### src/rtl/traffic_request_conditioner.sv
// ============================================================================
// Module   : traffic_request_conditioner
// Brief    : Sync, debounce and latch four loop sensors into sticky FSM requests
//            with per-lane starvation flags.
// Revision : 1.0
// ============================================================================
`default_nettype none

module traffic_request_conditioner #(
    parameter int DEBOUNCE_CYCLES = 4,
    parameter int STARVE_LIMIT    = 20
) (
    input  logic       clk,
    input  logic       reset,
    input  logic [3:0] sensor,
    input  logic [3:0] grant,
    output logic [3:0] req,
    output logic [3:0] starve
);

    localparam int NLANES = 4;
    localparam int DB_W   = $clog2(DEBOUNCE_CYCLES + 1);
    localparam int WAIT_W = $clog2(STARVE_LIMIT + 1);

    localparam logic [DB_W-1:0]   DB_LAST   = DB_W'(DEBOUNCE_CYCLES - 1);
    localparam logic [WAIT_W-1:0] WAIT_SAT  = WAIT_W'(STARVE_LIMIT);

    logic [NLANES-1:0] s1_q, s2_q;
    logic [NLANES-1:0] db_state_q, db_state_d;
    logic [DB_W-1:0]   db_cnt_q   [NLANES];
    logic [DB_W-1:0]   db_cnt_d   [NLANES];
    logic [NLANES-1:0] req_q, req_d;
    logic [WAIT_W-1:0] wait_cnt_q [NLANES];
    logic [WAIT_W-1:0] wait_cnt_d [NLANES];
    logic [NLANES-1:0] starve_q, starve_d;

    always_comb begin
        db_state_d = db_state_q;
        req_d      = req_q;
        starve_d   = starve_q;
        for (int l = 0; l < NLANES; l++) begin
            db_cnt_d[l]   = db_cnt_q[l];
            wait_cnt_d[l] = wait_cnt_q[l];

            // Counter only advances while the synchronised input disagrees with
            // the accepted state, so any agreeing sample restarts the run.
            if (s2_q[l] == db_state_q[l]) begin
                db_cnt_d[l] = '0;
            end else if (db_cnt_q[l] == DB_LAST) begin
                db_state_d[l] = s2_q[l];
                db_cnt_d[l]   = '0;
            end else begin
                db_cnt_d[l] = db_cnt_q[l] + 1'b1;
            end

            req_d[l] = grant[l] ? 1'b0 : (req_q[l] | db_state_q[l]);

            if (grant[l] || !req_q[l]) begin
                wait_cnt_d[l] = '0;
            end else if (wait_cnt_q[l] != WAIT_SAT) begin
                wait_cnt_d[l] = wait_cnt_q[l] + 1'b1;
            end

            starve_d[l] = (wait_cnt_d[l] == WAIT_SAT);
        end
    end

    always_ff @(posedge clk) begin
        if (reset) begin
            s1_q       <= '0;
            s2_q       <= '0;
            db_state_q <= '0;
            req_q      <= '0;
            starve_q   <= '0;
            for (int l = 0; l < NLANES; l++) begin
                db_cnt_q[l]   <= '0;
                wait_cnt_q[l] <= '0;
            end
        end else begin
            s1_q       <= sensor;
            s2_q       <= s1_q;
            db_state_q <= db_state_d;
            req_q      <= req_d;
            starve_q   <= starve_d;
            for (int l = 0; l < NLANES; l++) begin
                db_cnt_q[l]   <= db_cnt_d[l];
                wait_cnt_q[l] <= wait_cnt_d[l];
            end
        end
    end

    assign req    = req_q;
    assign starve = starve_q;

endmodule

`default_nettype wire

### config.mk
export PLATFORM = sky130hd
export DESIGN_NAME = traffic_request_conditioner
export DESIGN_NICKNAME = d
export VERILOG_FILES = /design/src/rtl/traffic_request_conditioner.sv
export SDC_FILE = /design/constraint.sdc
export NUM_CORES = 1
export LEC_CHECK = 0
export ABC_AREA = 1
export BUFFER_PORTS_ARGS = -buffer_cell sky130_fd_sc_hd__clkbuf_2
export CAP_MARGIN = 20
export CORE_ASPECT_RATIO = 0.7
export CORE_UTILIZATION = 35
export CTS_CLUSTER_SIZE = 40
export DETAILED_ROUTE_END_ITERATION = 8
export GPL_TIMING_DRIVEN = 0
export PLACE_DENSITY = 0.56
export SETUP_SLACK_MARGIN = 0.3
export SLEW_MARGIN = 20
export SYNTH_ARGS = -nofsm -noshare
export SYNTH_HDL_FRONTEND = slang
export SYNTH_SLANG_ARGS = --single-unit
### constraint.sdc
create_clock -name clk -period 1.6 [get_ports clk]
set_input_delay 0.08 -clock clk [delete_from_list [all_inputs] [get_ports clk]]
set_output_delay 0.08 -clock clk [all_outputs]
set_load 0.01 [all_outputs]
==> results_dict.tcl, run 1 <==
set metrics [dict create \
    status "finished, final reports clean" \
    cp_top_family "simple AND/OR/NAND/NOR gates" \
    wire_per_inst_um 9.15 \
    synth_top_family_by_area "simple AND/OR/NAND/NOR gates" \
    h-tree-depth 2 \
    r2r_end "starve[0]$_SDFF_PP0_" \
    grt_pass1_vias 1526 \
    pre_cts_slack_ns 0.319 \
    whs_ns 0.0865 \
    finalHoldViolations 0 \
    drtAntennaViolNets 0 \
    grt-ovfl-total 0 \
    drt-total-wl_um 3740 \
    crit_path_max_incr_delay_ns 0.37 \
    vias 1768 \
    die_area_um2 6640 \
    setup_viol 0 \
    syn_nets 325 \
    total_power_mw 2.24 \
    ys_seq_area_frac 0.471 \
    ys_ff_latch 52 \
    synth_top_area_cell "dfxtp_1" \
    final.setup.tns_ns 0 \
    cellLeakagePower_nw 1.18 \
    clock_latency_ns 0.30 \
    gp_congestion 0.816 \
    coreArea_um2 5900 \
    synth-simple-area-share 0.246 \
    finClkSkew_ns 0.00285 \
    path_cells "inv_1, ha_1, nand2_1, inv_1, nand2_2, nand2_1, nand2_2, nand3_1, nor2_1" \
    grt_start_max_net_pins 16 \
    worstHoldStart "reset" \
    rsz0062_at_grt "yes" \
    synth.area.top_cells "dfxtp_1 47%, inv_1 11%, nor2_1 10%" \
    nNetsFinal 359 \
    cellPowerDensity_nw_per_um2 850 \
    period_share 0.759 \
    antenna_found_initial 0 \
    slew_viol_final 0 \
    cp_slowest_cell "dfxtp_4" \
    synth-xor-area-share 0.0159 \
    clk_pin_slew_ns 0.09 \
    drive_gt1_frac 0.159 \
    start_util 0.374 \
    cts_tree "built" \
    drtIter0Drc 47 \
    dpl.hpwl_um 2810 \
    root_buffer "clkbuf_8" \
    die_y_um 68.5 \
    ys_warn_count 0 \
    synth_cell_type_count 16 \
    period_needed_ns 1.21 \
    muxShareOfSynthArea 0 \
    worstPathArrival_ns 1.46 \
    die_width_um 96.9 \
    antenna_cells 0 \
    crit_type "reg -> reg" \
    tightest_slew_ns 0.280 \
    ios 18 \
    drc 0 \
    fill_cells 598 \
    whs_endpoint "wait_cnt_q[2][4]$_SDFF_PP0_" \
    crit_fanout 5 \
    reg2reg_from "wait_cnt_q[0][0]$_SDFF_PP0_" \
    portBuffers 17 \
    routed_via_density 4.32 \
    synth_compound_area_frac 0.0606 \
    worst-path-buf-inv 2 \
    endpoint_kind "flop" \
    grt_pass1_wl_um 6450 \
    hold_depth 4 \
    syn_inst 299 \
    cts_buffer_depth 2 \
    syn-cell-area_um2 2210 \
    required_ns 1.84 \
    finalWorstSetupSlack_ns 0.385 \
    hold_class "in -> reg" \
    ff2ff_path_depth 9 \
    max_cap_violations 0 \
    r2r_slack_ns 0.39 \
    slew_headroom 0.812 \
    synth_fa_ha_area_frac 0.0907 \
    rows 23 \
    cts_buffers 5 \
    grtUsageTotal 0.126 \
    final_core_util 0.447 \
    cts_sinks 52 \
    netlist.area_leader.share 0.471 \
    timing.fmax_mhz 823 \
    syn_area_per_cell_um2 7.39 \
    areaGrowthSynthToFinish_pct 19.5 \
    first_pass_iters 4 \
    vdd_drop_max_v 0.000373 \
    cp-start-kind "flop" \
]
## logic make-up (layout without fill, tap and decap cells)
group                    Yosys count  count (layout)
adder cells (fa/ha/maj)           16              16
flip-flops                        52              52
AO/OA/AOI/OAI                     24              24
AND/OR/NAND/NOR                  136             136
XOR/XNOR                           4               4
buffers and inverters             67             102
## cells in the mapped netlist
cell	count
nand3_1	11
nor2_1	60
ha_1	16
a21oi_1	15
nand2_1	55
nand4_1	4
inv_1	65
buf_2	2
xor2_1	4
nor3_1	4
nand2_2	1
o21ai_0	4
nor2_2	1
dfxtp_1	52
o211ai_1	4
a21oi_2	1
## cells in the final DEF, fill, tap and decap left out, types with 3 or more instances in the layout
master	n
a21oi_1	14
clkbuf_2	17
clkbuf_8	5
dfxtp_1	44
dfxtp_2	4
dfxtp_4	4
dlygate4sd3_1	8
ha_1	14
inv_1	62
inv_2	3
nand2_1	49
nand2_2	7
nand3_1	11
nand4_1	4
nor2_1	58
nor2_2	3
nor3_1	4
o211ai_1	4
o21ai_0	4
xor2_1	4
## layout make-up
| class | count | area, um^2 | share of cell area |
|---|---|---|---|
| inverter | 65 | 244 | 0.0925 |
| timing repair buffer | 27 | 180 | 0.0683 |
| buffer | 2 | 10.0 | 0.00379 |
| clock inverter | 2 | 35.0 | 0.0133 |
| multi-input combinational | 180 | 942 | 0.357 |
| clock buffer | 6 | 72.6 | 0.0275 |
| tap | 75 | 93.8 | 0.0356 |
| sequential | 52 | 1060 | 0.402 |
## metal layers
metal	GRT usage	wire (um)	part of all wire
met1	0.159	2050	0.55
met2	0.199	1460	0.39
met3	0.0368	172	0.046
met4	0.0616	63	0.017
met5	0	0	0
## what timing repair did
action | 4_1_cts | 5_1_grt
endpoints found under the setup margin | 1 | 9
hold endpoints to repair | 8 | 0
hold buffers | 8 | 0
setup buffers | 0 | 2
pin swaps | 0 | 8
gates resized for setup | 1 | 25
## flip-flops by register name (all words and copies together), names as in the netlist
name / cells
db_cnt_q: 12
db_state_q: 4
wait_cnt_q: 20
s1_q: 4
starve: 4
req: 4
s2_q: 4
## how the worst max path moves through the flow
stage / from / to / slack, ns / depth (start not counted)
3_5_place_dp: wait_cnt_q[0][0]$_SDFF_PP0_ / starve[0]$_SDFF_PP0_ / 0.32 / 9
4_1_cts: wait_cnt_q[1][0]$_SDFF_PP0_ / starve[1]$_SDFF_PP0_ / 0.32 / 9
3_3_place_gp: wait_cnt_q[1][0]$_SDFF_PP0_ / starve[1]$_SDFF_PP0_ / 0.35 / 9
2_1_floorplan: wait_cnt_q[3][0]$_SDFF_PP0_ / starve[3]$_SDFF_PP0_ / 0.47 / 7
5_1_grt: wait_cnt_q[0][0]$_SDFF_PP0_ / starve[0]$_SDFF_PP0_ / 0.29 / 9
6_report: wait_cnt_q[0][0]$_SDFF_PP0_ / starve[0]$_SDFF_PP0_ / 0.39 / 9
## worst reg2reg max path: stages, from the launching register on
cell and delay [ns]:
dfxtp_4 0.37, inv_1 0.05, ha_1 0.20, nand2_1 0.09, inv_1 0.05, nand2_2 0.08
nand2_1 0.06, nand2_2 0.06, nand3_1 0.08, nor2_1 0.11
## per-stage QoR
stage               instances  area (um^2)
global placement          391         2390
floorplan                 299         2210
global route              409         2640
finish                    409         2640
CTS                       407         2580
detailed placement        391         2390
## where the power goes
group / switching (mW) / internal (mW) / total (mW) / leakage, nW
Clock: 0.414 / 0.464 / 0.879 / 0.0552
Combinational: 0.0291 / 0.0300 / 0.0591 / 0.700
Sequential: 0.00577 / 1.30 / 1.30 / 0.426
Power figures use the tool's default switching activity.
==> run 2, diff against run 1 <==
- clock period: 1.6 -> 1.2 ns (I/O delays scaled with it)
==> run 2 against run 1 <==
  * Worst hold slack got worse by 0.023 ns
  * Sequential power rose by 33%
  * Count of clock-buffer cells in the layout increased by 1
  * Critical path type unchanged
==> results_dict.tcl, run 2 (same netlist as run 1, synthesis figures left out) <==
set metrics [dict create \
    required_ns 1.44 \
    cp_slowest_cell "dfxtp_4" \
    first_pass_iters 4 \
    cts_tree "built" \
    worstPathArrival_ns 1.39 \
    max_cap_violations 0 \
    wire_per_inst_um 10.8 \
    rsz0062_at_grt "yes" \
    nNetsFinal 376 \
    rows 23 \
    crit_path_max_incr_delay_ns 0.38 \
    portBuffers 17 \
    top_register "wait_cnt_q" \
    die_area_um2 6640 \
    drtIter0Drc 39 \
    largest_reg_flops 20 \
    comb_power_share 0.031 \
    coreArea_um2 5900 \
    clockPowerShare 0.368 \
    grtUsageTotal 0.147 \
    endpoint_kind "flop" \
    dpl.hpwl_um 2940 \
    final_common_cell "nor2_1" \
    cellLeakagePower_nw 1.39 \
    crit_type "reg -> reg" \
    drtAntennaViolNets 0 \
    start_util 0.374 \
    drive_gt1_frac 0.486 \
    routed_via_density 4.40 \
    grt_pass1_wl_um 7700 \
    clk_pin_slew_ns 0.09 \
    cts_buffer_depth 2 \
    grt_start_max_net_pins 15 \
    vias 1872 \
    finalWorstSetupSlack_ns 0.0544 \
    timing.fmax_mhz 873 \
    period_share 0.955 \
    finalHoldViolations 0 \
    die_width_um 96.9 \
    slew_viol_final 0 \
    period_needed_ns 1.15 \
    cts_buffers 5 \
    cp-start-kind "flop" \
    finClkSkew_ns 0.00208 \
    root_buffer "clkbuf_8" \
    total_power_mw 2.88 \
    hold_class "in -> reg" \
    layoutNonFillerInstCount 425 \
    seq_power_share 0.601 \
    p_switching_uw 600 \
    fill_cells 530 \
    p_int_mw 2.28 \
    ios 18 \
    areaGrowthSynthToFinish_pct 49.5 \
    antenna_found_initial 0 \
    die_y_um 68.5 \
    status "finished, final reports clean" \
    h-tree-depth 2 \
    tightest_slew_ns 0.355 \
    cts_sinks 52 \
    drt-total-wl_um 4610 \
    reg_top3 "wait_cnt_q x20, db_cnt_q x12" \
    final.setup.tns_ns 0 \
    drc 0 \
    gp_congestion 0.818 \
    slew_headroom 0.763 \
    cellPowerDensity_nw_per_um2 871 \
    grt_pass1_vias 1797 \
    clock_latency_ns 0.30 \
    crit_fanout 3 \
    grt-ovfl-total 0 \
    switching_share 0.209 \
    dpl.cell_count 391 \
    pre_cts_slack_ns 0.0570 \
    antenna_cells 0 \
    vdd_drop_max_v 0.000569 \
    mostFrequentLayoutCells "42 x nor2_1, 40 x inv_1, 33 x nand2_1" \
    path_cells "inv_2, ha_4, inv_4, nand3_2, a21oi_2, nand3_2, nor2_1" \
    setup_viol 0 \
    cp_common_cell "nand3_2" \
]
-- run 2: changes by cell type in the layout (fill, tap and decap cells not counted), sizes merged --
cell    before  now
clkinv       1    0
buf          4   25
clkbuf      23   20
bufinv       1    0
-- run 2: power by group through the flow --
stage	clock, mW	sequential (mW)	combinational (mW)
floorplan	0	1.79	0.0340
finish	1.06	1.73	0.0888
global route	1.19	1.73	0.100
CTS	1.11	1.74	0.0884
detailed placement	0	1.79	0.0635
global placement	0	1.79	0.0615
-- run 2: cell type report --
| type | count | area, um^2 | area share |
|---|---|---|---|
| plain buffers | 2 | 10.0 | 0.00303 |
| clock buffers | 7 | 96.3 | 0.0292 |
| inverters | 65 | 264 | 0.0800 |
| multi-input cells | 180 | 1380 | 0.419 |
| flip-flops and latches | 52 | 1090 | 0.332 |
| well taps | 75 | 93.8 | 0.0284 |
| repair buffers | 44 | 359 | 0.109 |
-- run 2: timing repair --
item                                    in CTS  in global routing
endpoints found under the setup margin      39                 44
pin swaps                                   37                 36
hold endpoints to repair                     8                  0
hold buffers                                 8                  0
gates resized for setup                     60                 70
buffers inserted                            14                  5
-- run 2: worst paths after layout --
path         cells after the start                   startpoint                          end  slack [ns]
max                              7  wait_cnt_q[2][1]$_SDFF_PP0_         starve[2]$_SDFF_PP0_        0.05
min                              4                        reset  wait_cnt_q[2][1]$_SDFF_PP0_        0.06
max reg2reg                      7  wait_cnt_q[2][1]$_SDFF_PP0_         starve[2]$_SDFF_PP0_        0.05
min reg2reg                      2           s1_q[3]$_SDFF_PP0_           s2_q[3]$_SDFF_PP0_        0.41
-- run 2: per-layer routing --
layer  vias up  global-route usage  part of all wire
met5         -                   0                 0
li1       1004                   -                 -
met4         0              0.0504            0.0087
met2        18               0.259              0.47
met3         4              0.0368             0.025
met1       846               0.179              0.50
-- run 2: metrics by stage --
step / hold WS, ns / util / cell area [um^2]
after floorplan: 0.132 / - / 2400
after global placement: 0.237 / 0.438 / 2580
after detailed placement: 0.241 / 0.438 / 2580
after CTS: 0.0748 / 0.516 / 3040
after global routing: 0.0795 / 0.559 / 3300
final: 0.0638 / 0.559 / 3300
-- run 2: critical path: cells and delay by family, from the launching register on --
kind	cells	cell delay, ns
adders and majority gates	1	0.23
DFF	1	0.38
AOI/OAI and AO/OA	1	0.12
buffers and inverters	2	0.10
and+or+nand+nor	3	0.25
==> run 3, diff against run 2 <==
- ABC_AREA: 1 -> default
- PLACE_DENSITY: 0.56 -> 0.57
==> run 3 against run 2 <==
  * The flow now finishes with violations (design-rule violations, negative setup slack)
  * Count of clock-buffer cells in the layout fell by 1
  * Worst hold slack got worse by 0.052 ns
  * Flip-flop and latch count did not move
  * Critical path type unchanged
  * Critical endpoint is now starve[1]$_SDFF_PP0_
  * Largest cell class unchanged
==> results_dict.tcl, run 3 <==
set metrics [dict create \
    status "finished, violations left" \
    violations "design-rule violations, negative setup slack" \
    die_width_um 94.4 \
    slew_viol_final 0 \
    crit_type "reg -> reg" \
    synth_common_cells "52 x dfxtp_1, 35 x nor2_1, 17 x inv_1, 16 x ha_1, 10 x xnor2_1" \
    final.setup.tns_ns -0.742 \
    p_int_mw 2.23 \
    synth_edf_count 0 \
    largest_reg_flops 20 \
    areaGrowthSynthToFinish_pct 46.1 \
    hold_class "in -> reg" \
    vias 1533 \
    final_common_cell "dfxtp_1" \
    finalHoldViolations 0 \
    max_cap_violations 0 \
    drt-total-wl_um 4000 \
    cts_buffer_depth 2 \
    switching_share 0.212 \
    final_core_util 0.533 \
    mostFrequentLayoutCells "31 x dfxtp_1, 26 x nor2_1, 20 x buf_4" \
    vdd_drop_max_v 0.000612 \
    gp_congestion 0.766 \
    period_share 1.13 \
    synth_cell_type_count 34 \
    drive_gt1_frac 0.509 \
    syn_inst 211 \
    wire_per_inst_um 11.7 \
    cellLeakagePower_nw 1.12 \
    clock_latency_ns 0.30 \
    grtUsageTotal 0.135 \
    ys.flop_type "dfxtp_1" \
    worstPathArrival_ns 1.56 \
    dpl.hpwl_um 2500 \
    netlist.area_leader.share 0.498 \
    cp-start-kind "flop" \
    nNetsFinal 292 \
    fill_cells 508 \
    grt_pass1_vias 1478 \
    drc 2 \
    grt_start_max_net_pins 16 \
    crit_fanout 4 \
    finalWorstSetupSlack_ns -0.153 \
    syn_area_per_cell_um2 9.91 \
    h-tree-depth 2 \
    endpoint_kind "flop" \
    rows 23 \
    comb_power_share 0.030 \
    clk_pin_slew_ns 0.09 \
    timing.fmax_mhz 739 \
    syn-cell-area_um2 2090 \
    required_ns 1.41 \
    synth_top_area_cell "dfxtp_1" \
    antenna_cells 0 \
    top_register "wait_cnt_q" \
    p_switching_uw 601 \
    die_area_um2 6290 \
    ys_warn_count 0 \
    cts_buffers 5 \
    drtIter0Drc 24 \
    setup_viol 8 \
    start_util 0.365 \
    root_buffer "clkbuf_8" \
    cts_tree "built" \
    synth.area.top_cells "dfxtp_1 50%, ha_1 9.6%, nor2_1 6.3%" \
    cellPowerDensity_nw_per_um2 926 \
    async_flop_share 0 \
    drtAntennaViolNets 0 \
    pre_cts_slack_ns -0.204 \
    first_pass_iters 6 \
    grt-ovfl-total 0 \
    whs_ns 0.0121 \
    antenna_found_initial 0 \
    ys_ff_latch 52 \
    period_needed_ns 1.35 \
    rsz0062_at_grt "yes" \
    grt_pass1_wl_um 6440 \
    slew_headroom 0.800 \
    tightest_slew_ns 0.298 \
    clockPowerShare 0.359 \
    finClkSkew_ns 0.00204 \
    cts_sinks 52 \
    syn_nets 237 \
    reg_top3 "wait_cnt_q x20, db_cnt_q x12" \
    routed_via_density 4.48 \
    ios 18 \
    ys_seq_area_frac 0.498 \
    seq_power_share 0.611 \
    die_y_um 66.7 \
    portBuffers 17 \
    yosysMostFrequentCell "dfxtp_1" \
    coreArea_um2 5730 \
]
-- run 3: cell count changes after synthesis, sizes merged, moves of 9 or more --
| cell | previous run | this run |
|---|---|---|
| nand2 | 56 | 7 |
| nor2b | 0 | 9 |
| inv | 65 | 17 |
| nor2 | 61 | 35 |
| a21oi | 16 | 4 |
| xnor2 | 0 | 10 |
-- run 3: through the flow --
| step | power, mW | cell area, um^2 | std cells |
|---|---|---|---|
| floorplan | 1.82 | 2350 | 211 |
| global placement | 1.85 | 2530 | 303 |
| detailed placement | 1.85 | 2530 | 303 |
| CTS | 2.89 | 2910 | 333 |
| global route | 2.96 | 3050 | 342 |
| finish | 2.83 | 3050 | 342 |
-- run 3: power by group through the flow --
| stage | Clock [mW] | Combinational, mW | Sequential (mW) |
|---|---|---|---|
| 2_1_floorplan | 0 | 0.0393 | 1.78 |
| 3_3_place_gp | 0 | 0.0666 | 1.79 |
| 3_5_place_dp | 0 | 0.0673 | 1.79 |
| 4_1_cts | 1.07 | 0.0827 | 1.73 |
| 5_1_grt | 1.13 | 0.0953 | 1.73 |
| 6_report | 1.02 | 0.0842 | 1.73 |
-- run 3: logic make-up after synthesis --
family                   after synthesis  share of synthesized area
multiplexers                           6                     0.0299
AND/OR/NAND/NOR                       83                      0.209
AO/OA/AOI/OAI                         17                     0.0562
XOR/XNOR                              17                     0.0712
buffers and inverters                 20                     0.0395
adder cells (fa/ha/maj)               16                     0.0958
flip-flops                            52                      0.498
-- run 3: what timing repair did --
action	4_1_cts	5_1_grt
endpoints found under the hold margin	5	0
buffers inserted	17	9
gates resized for setup	29	25
hold buffers	5	0
pin swaps	20	14
cloned	0	0
endpoints found under the setup margin	48	41
-- run 3: cell type report --
cell class | count | area (um^2) | share of cell area
clock buffers | 6 | 82.6 | 0.0270
flip-flops and latches | 52 | 1090 | 0.357
repair buffers | 48 | 359 | 0.118
well taps | 75 | 93.8 | 0.0307
plain buffers | 3 | 21.3 | 0.00696
multi-input cells | 139 | 1330 | 0.434
clock inverters | 2 | 10.0 | 0.00328
inverters | 17 | 71.3 | 0.0234
-- run 3: worst paths after layout --
| check | start | end | slack (ns) | depth (start not counted) |
|---|---|---|---|---|
| setup / recovery | wait_cnt_q[1][0]$_SDFF_PP0_ | starve[1]$_SDFF_PP0_ | -0.15 | 5 |
| hold reg to reg | db_cnt_q[0][0]$_SDFF_PP0_ | db_cnt_q[0][0]$_SDFF_PP0_ | 0.43 | 1 |
| setup reg to reg | wait_cnt_q[1][0]$_SDFF_PP0_ | starve[1]$_SDFF_PP0_ | -0.15 | 5 |
| hold / removal | grant[3] | req[3]$_SDFF_PP0_ | 0.01 | 3 |
-- run 3: metal layers --
metal	GRT usage	up-vias	part of all wire
met5	0	-	0
met4	0.0462	0	0.0090
met3	0.0400	4	0.029
met2	0.209	12	0.45
met1	0.177	703	0.52
li1	-	814	-
-- run 3: worst max-delay path, cell delays in order (launching register included) --
cell	delay, ns
dfxtp_4	0.37
inv_4	0.06
ha_4	0.11
nand4b_1	0.21
and4b_1	0.27
nor4bb_1	0.25
